**config.mk**
```make
export PLATFORM = sky130hd
export DESIGN_NAME = instr_encoder
export DESIGN_NICKNAME = d
export VERILOG_FILES = /design/src/rtl/riscv_pkg.sv /design/src/rtl/instr_encoder_imm_pack.sv /design/src/rtl/instr_encoder.sv
export SDC_FILE = /design/constraint.sdc
export NUM_CORES = 1
export LEC_CHECK = 0
export ABC_AREA = 0
export ABC_CLOCK_PERIOD_IN_PS = 2000
export BUFFER_PORTS_ARGS = -buffer_cell sky130_fd_sc_hd__buf_4
export CAP_MARGIN = 30
export CORE_MARGIN = 1
export CORE_UTILIZATION = 44
export CTS_CLUSTER_SIZE = 14
export DETAILED_ROUTE_END_ITERATION = 7
export PLACE_DENSITY = 0.77
export SKIP_LAST_GASP = 1
export SYNTH_ARGS = -nofsm -noshare
export SYNTH_HDL_FRONTEND = slang
export SYNTH_HIERARCHICAL = 1
export SYNTH_SLANG_ARGS = --single-unit
```
**constraint.sdc**
```tcl
create_clock -name clk -period 2 [get_ports clk]
set_clock_uncertainty 0.1 [all_clocks]
set_input_delay 0.1 -clock clk [delete_from_list [all_inputs] [get_ports clk]]
set_output_delay 0.1 -clock clk [all_outputs]
set_load 0.05 [all_outputs]
```
**src/rtl/riscv_pkg.sv**
```systemverilog
// riscv_pkg -- RV32I constants shared by the encode and decode paths.
//
// Contents:
//   R_TYPE .. JALR : 7-bit major opcodes accepted by the encoder
//   NOP            : canonical no-op (addi x0,x0,0) emitted for unknown opcodes
//   enc_state_e    : output-stage occupancy (EMPTY / FULL)
//   is_known_opcode: helper telling whether an opcode has an encoding rule
package riscv_pkg;

  localparam logic [6:0] R_TYPE = 7'b0110011;
  localparam logic [6:0] I_TYPE = 7'b0010011;
  localparam logic [6:0] I_LOAD = 7'b0000011;
  localparam logic [6:0] S_TYPE = 7'b0100011;
  localparam logic [6:0] B_TYPE = 7'b1100011;
  localparam logic [6:0] AUIPC  = 7'b0010111;
  localparam logic [6:0] LUI    = 7'b0110111;
  localparam logic [6:0] JAL    = 7'b1101111;
  localparam logic [6:0] JALR   = 7'b1100111;

  localparam logic [31:0] NOP = 32'h0000_0013;

  typedef enum logic {
    ST_EMPTY = 1'b0,
    ST_FULL  = 1'b1
  } enc_state_e;

  function automatic logic is_known_opcode(input logic [6:0] op);
    logic known;
    case (op)
      R_TYPE, I_TYPE, I_LOAD, S_TYPE, B_TYPE,
      AUIPC, LUI, JAL, JALR: known = 1'b1;
      default:               known = 1'b0;
    endcase
    return known;
  endfunction

endpackage

```
**src/rtl/instr_encoder_imm_pack.sv**
```systemverilog
// imm_pack -- combinational RV32I field assembler with immediate scatter.
//
// Ports:
//   i_opcode, i_rd, i_rs1, i_rs2, i_funct3, i_funct7 : instruction fields
//   i_imm    : byte-offset / value immediate (U-type: full value, [11:0] zero)
//   o_instr  : assembled instruction word (NOP for an unknown opcode)
//   o_err    : unknown opcode, or (IMM_RANGE_CHECK_EN) unrepresentable immediate
//
// Configuration: define IMM_RANGE_CHECK_EN to flag immediates that do not fit
// their format. Truncated bits are encoded either way.
module imm_pack
  import riscv_pkg::*;
(
  input  logic [6:0]  i_opcode,
  input  logic [4:0]  i_rd,
  input  logic [4:0]  i_rs1,
  input  logic [4:0]  i_rs2,
  input  logic [2:0]  i_funct3,
  input  logic [6:0]  i_funct7,
  input  logic [31:0] i_imm,
  output logic [31:0] o_instr,
  output logic        o_err
);

`ifdef IMM_RANGE_CHECK_EN
  // An immediate fits N signed bits when every bit above N-1 copies bit N-1.
  logic w_fits12;
  logic w_fits13;
  logic w_fits21;
  logic w_low12_zero;

  assign w_fits12     = (i_imm[31:11] == {21{i_imm[11]}});
  assign w_fits13     = (i_imm[31:12] == {20{i_imm[12]}});
  assign w_fits21     = (i_imm[31:20] == {12{i_imm[20]}});
  assign w_low12_zero = (i_imm[11:0] == 12'h000);
`endif

  // Select the field layout for the opcode and scatter the immediate into it.
  always_comb begin
    o_instr = NOP;
    o_err   = 1'b0;
    case (i_opcode)
      R_TYPE: begin
        o_instr = {i_funct7, i_rs2, i_rs1, i_funct3, i_rd, i_opcode};
      end
      I_TYPE, I_LOAD, JALR: begin
        o_instr = {i_imm[11:0], i_rs1, i_funct3, i_rd, i_opcode};
`ifdef IMM_RANGE_CHECK_EN
        o_err   = ~w_fits12;
`endif
      end
      S_TYPE: begin
        o_instr = {i_imm[11:5], i_rs2, i_rs1, i_funct3, i_imm[4:0], i_opcode};
`ifdef IMM_RANGE_CHECK_EN
        o_err   = ~w_fits12;
`endif
      end
      B_TYPE: begin
        // Branch offsets are even, so imm[0] is dropped; imm[11] lands in bit 7.
        o_instr = {i_imm[12], i_imm[10:5], i_rs2, i_rs1, i_funct3,
                   i_imm[4:1], i_imm[11], i_opcode};
`ifdef IMM_RANGE_CHECK_EN
        o_err   = ~w_fits13 | i_imm[0];
`endif
      end
      LUI, AUIPC: begin
        o_instr = {i_imm[31:12], i_rd, i_opcode};
`ifdef IMM_RANGE_CHECK_EN
        o_err   = ~w_low12_zero;
`endif
      end
      JAL: begin
        o_instr = {i_imm[20], i_imm[10:1], i_imm[11], i_imm[19:12], i_rd, i_opcode};
`ifdef IMM_RANGE_CHECK_EN
        o_err   = ~w_fits21 | i_imm[0];
`endif
      end
      default: begin
        o_instr = NOP;
        o_err   = ~is_known_opcode(i_opcode);
      end
    endcase
  end

endmodule

```
**src/rtl/instr_encoder.sv**
```systemverilog
// instr_encoder -- one-deep registered RV32I instruction encoder.
//
// Ports:
//   clk, rst_n           : clock, asynchronous active-low reset
//   in_valid / in_ready  : input field-bundle handshake
//   opcode, rd, rs1, rs2, funct3, funct7, imm : instruction fields
//   out_valid / out_ready: output handshake
//   instr                : encoded instruction word (valid with out_valid)
//   enc_err              : unknown opcode or (with IMM_RANGE_CHECK_EN) bad immediate
//   enc_count            : accepted bundles, saturating at 16'hFFFF
//
// Configuration: IMM_RANGE_CHECK_EN (see imm_pack) enables immediate range errors.
//
// The output register is a single-entry pipeline stage: a result appears one
// cycle after acceptance, and in_ready also opens when the held word is being
// drained in the same cycle, so back-to-back traffic flows at one per cycle.
module instr_encoder
  import riscv_pkg::*;
(
  input  logic        clk,
  input  logic        rst_n,
  input  logic        in_valid,
  output logic        in_ready,
  input  logic [6:0]  opcode,
  input  logic [4:0]  rd,
  input  logic [4:0]  rs1,
  input  logic [4:0]  rs2,
  input  logic [2:0]  funct3,
  input  logic [6:0]  funct7,
  input  logic [31:0] imm,
  output logic        out_valid,
  input  logic        out_ready,
  output logic [31:0] instr,
  output logic        enc_err,
  output logic [15:0] enc_count
);

  enc_state_e  r_state;
  enc_state_e  w_state_nxt;
  logic [31:0] r_instr;
  logic        r_err;
  logic [15:0] r_count;
  logic [31:0] w_enc_instr;
  logic        w_enc_err;
  logic        w_accept;

  imm_pack u_imm_pack (
    .i_opcode (opcode),
    .i_rd     (rd),
    .i_rs1    (rs1),
    .i_rs2    (rs2),
    .i_funct3 (funct3),
    .i_funct7 (funct7),
    .i_imm    (imm),
    .o_instr  (w_enc_instr),
    .o_err    (w_enc_err)
  );

  assign out_valid = (r_state == ST_FULL);
  assign in_ready  = ~out_valid | out_ready;
  assign w_accept  = in_valid & in_ready;
  assign instr     = r_instr;
  assign enc_err   = r_err;
  assign enc_count = r_count;

  // Occupancy next-state: an accept always leaves the stage full.
  always_comb begin
    w_state_nxt = r_state;
    case (r_state)
      ST_EMPTY: begin
        if (w_accept) begin
          w_state_nxt = ST_FULL;
        end else begin
          w_state_nxt = ST_EMPTY;
        end
      end
      ST_FULL: begin
        if (w_accept) begin
          w_state_nxt = ST_FULL;
        end else if (out_ready) begin
          w_state_nxt = ST_EMPTY;
        end else begin
          w_state_nxt = ST_FULL;
        end
      end
      default: begin
        w_state_nxt = ST_EMPTY;
      end
    endcase
  end

  // Occupancy state register.
  always_ff @(posedge clk or negedge rst_n) begin
    if (!rst_n) begin
      r_state <= ST_EMPTY;
    end else begin
      r_state <= w_state_nxt;
    end
  end

  // Output word and error flag; only an accept changes them, so they hold
  // through back-pressure.
  always_ff @(posedge clk or negedge rst_n) begin
    if (!rst_n) begin
      r_instr <= 32'h0000_0000;
      r_err   <= 1'b0;
    end else if (w_accept) begin
      r_instr <= w_enc_instr;
      r_err   <= w_enc_err;
    end else begin
      r_instr <= r_instr;
      r_err   <= r_err;
    end
  end

  // Saturating count of accepted bundles.
  always_ff @(posedge clk or negedge rst_n) begin
    if (!rst_n) begin
      r_count <= 16'h0000;
    end else if (w_accept && (r_count != 16'hFFFF)) begin
      r_count <= r_count + 16'd1;
    end else begin
      r_count <= r_count;
    end
  end

endmodule

```
==> flow_summary_export.csv <==
group,metric,value,unit
run_status,outcome,"complete, no violations",
finish,layout-drive-gt1-share,0.555,
timing,drv_slew,0,
floorplanning,dieArea,6830,um2
route,via_per_inst,5.50,
global_routing,grt_max_degree,51,
placement,pre_cts_ws,150,ps
worst_setup_path,r2r_start,"enc_count[6]",
clock_network,clk_pin_slew,90,ps
logic_synthesis,yosysWarnings,6,
route,drt_iter0_drc,116,
clock_network,cts_root_buf,"clkbuf_8",
logic_synthesis,synth.avg_cell_area,11.4,um2
global_routing,busiest_layer,"met2",
pwr,internal-power,1760,uW
worst_setup_path,path_cells,"nand4_4 -> or4_4 -> nor3_2 -> mux2_1",
run,drv_cap,0,
finish,register_area,1270,um2
worst_setup_path,path_delay_family,"simple AND/OR/NAND/NOR gates",
pwr,power.share.combinational,0.341,
worst_setup_path,cp.required,2090,ps
timing,worstMarginPinSlew,672,ps
timing,tns,0,ps
clock_network,cts_setup_buffers,0,
logic_synthesis,synth_area_leaders,"dfrtp_1 44%, mux2_2 13%, nor3_1 3.0%",
worst_setup_path,critPathKind,"register to register",
worst_setup_path,reg2reg_depth,4,
floorplanning,std_cell_rows,29,
route,routed_wl,7.13,mm
logic_synthesis,yosysTopAreaCell,"dfrtp_1",
finish,layout_common_cells,"122 x buf_4, 34 x mux2_2, 34 x dfrtp_1",
floorplanning,core-area,6310,um2
route,final_antenna_net_count,0,
finish,nFillCells,548,
pwr,irDropWorstVdd,0.747,mV
timing,timing.final.crit_share,0.930,
floorplanning,initial_core_util,0.453,
logic_synthesis,yosysTopAreaCellShare,0.437,
finish,area_delta_synth_final,38.9,%
finish,final_nets,441,
logic_synthesis,synthFlopType,"dfrtp_1",
logic_synthesis,syn_area,2860,um2
clock_network,clk_latency,300,ps
worst_setup_path,endpoint,"enc_count[14]",
worst_setup_path,reg2reg_slack,140,ps
timing,rsz0062_at_grt,"no",
global_routing,first_global_vias,2346,
pwr,p_per_area,708,nW/um2
global_routing,use_met3,0.0582,
pwr,clkPwrFrac,0.218,
placement,dpl_cell_area,3860,um2
timing,setup_slack,139,ps
timing,fmaxAchievable,537,MHz
clock_network,ctsResizeCount,0,
clock_network,clockBufferDepth,2,
worst_setup_path,crit_buf_inv,0,
finish,layout_commonest_cell,"buf_4",
global_routing,gr-usage-all-layers,0.212,
finish,multi_input_area,1470,um2
worst_setup_path,cp_num_cells,4,
worst_setup_path,cp.arrival,1950,ps
logic_synthesis,ys_types,55,
logic_synthesis,ys_async_sr_fraction,1.00,
logic_synthesis,yosysSeqAreaShare,0.437,
global_routing,grt_use_met2,0.367,
pwr,p_leak,0.00196,uW
placement,routabilityCongestion,0.903,
floorplanning,die_x,82.7,um
hold_path,hold_path.class,"input port to register",
route,wl_per_cell,15.8,um
floorplanning,pin_count,119,
worst_setup_path,rr_endpoint,"enc_count[14]",
finish,final_area,3980,um2
timing,finalCriticalPeriod,1860,ps
route,vias,2477,
worst_setup_path,worst_setup_path_start_kind,"register",
timing,timing.slew.headroom,0.548,
worst_setup_path,crit_start,"enc_count[6]",
placement,hpwl,5.37,mm
worst_setup_path,critPathMaxFanout,5,
logic_synthesis,synth_edf_count,0,
pwr,switching_power,1050,uW
worst_setup_path,critPathSlowestCell,"or4_4",
pwr,power,2810,uW
clock_network,cts_tree,"built",
placement,io_buffers,118,
worst_setup_path,critPathMaxStageDelay,560,ps
pwr,p_sw_frac,0.373,
pwr,pwr-share-seq,0.441,
global_routing,overflow,0,
finish,antenna_cells,0,
floorplanning,die_h,82.7,um
finish,instances_no_fill,450,
worst_setup_path,cp-end-kind,"register",
timing,hold_viol,0,
global_routing,antenna_found_initial,0,
clock_network,clock-sinks,50,
logic_synthesis,ys_ff_latch,50,
placement,dp_cells,440,
global_routing,grt_use_met1,0.259,
logic_synthesis,synthCells,251,
clock_network,numCtsBuffers,5,
route,drtPass1Iterations,4,
global_routing,grt_pass1_wl,11.0,mm
clock_network,cts-htree-levels,2,
route,post-route-drc-count,0,
timing,setup_viol,0,
==> repair_timing <==
action,CTS,global route
endpoints found under the hold margin,51,0
hold buffers,2,0
setup endpoints to repair,0,0
==> worst register-to-register path: cells and delay by family (launching register included) <==
family	cells	cell delay (ps)
simple gates	3	890
flops	1	430
mux	1	330
==> per-layer routing <==
layer	vias up	wire, um
met2	92	3600
met4	0	61
li1	1175	-
met3	6	515
met5	-	0
met1	1204	2950
==> cell families (layout without fill, tap and decap cells) <==
logic type,after synthesis,in the layout,share of synthesized area
AND/OR/NAND/NOR,79,79,0.185
flip-flops,50,50,0.437
AO/OA/AOI/OAI,42,42,0.142
multiplexers,36,36,0.143
buffers and inverters,31,152,0.0529
XOR/XNOR,11,11,0.0337
adder cells (fa/ha/maj),1,1,0.00437
other,1,2,0.00131
==> cell type report <==
type | instances | share of cell area
multi-input cells | 171 | 0.370
inverters | 18 | 0.0170
well taps | 77 | 0.0242
clock buffers | 6 | 0.0208
flip-flops and latches | 50 | 0.320
clock inverters | 2 | 0.00315
repair buffers | 126 | 0.246
==> synth_stat cells (2+ instances only) <==
library cell and n:
nor4_1 4, nand2_1 11, a2111o_1 2, buf_4 3
xnor2_1 3, nand4_1 3, nor4b_1 3, xor2_1 8
buf_2 7, a22o_1 8, nand3b_1 3, or4_4 2
nand4b_1 2, dfrtp_1 50, nand3_1 5, a32o_1 5
a211oi_1 3, nor4_2 3, buf_6 2, nand2b_1 4
nand4_4 2, mux2_2 34, and3_1 2, nor3_1 17
a21oi_2 2, nor2_1 5, a21oi_1 3, a221o_2 6
and2_1 3, a221o_1 4, inv_1 18
==> power by group through the flow <==
stage / logic, uW / clock network [uW] / registers [uW]
2_1_floorplan: 277 / 0 / 1570
3_3_place_gp: 946 / 0 / 1240
3_5_place_dp: 962 / 0 / 1260
4_1_cts: 966 / 633 / 1240
5_1_grt: 1020 / 670 / 1250
6_report: 959 / 614 / 1240
==> how the worst min path moves through the flow <==
stage	cells after the start	endpoint	from	slack, ps
after floorplan	0	enc_count[0]	rst_n	-300
after global routing	3	instr[17]	rs1[2]	30
after CTS	3	instr[17]	rs1[2]	30
after detailed placement	1	out_valid	rst_n	70
final	3	instr[17]	rs1[2]	40
after global placement	1	out_valid	rst_n	60
==> state kept, by name (all words and copies together) (netlist names) <==
name	count
enc_err	1
instr	32
out_valid	1
enc_count	16
==> per-stage QoR <==
step / util / hold WS [ps]
2_1_floorplan: - / -296
3_3_place_gp: 0.611 / 61.9
3_5_place_dp: 0.611 / 74.8
4_1_cts: 0.630 / 30.0
5_1_grt: 0.630 / 33.0
6_report: 0.630 / 37.5
Power figures use the tool's default switching activity.
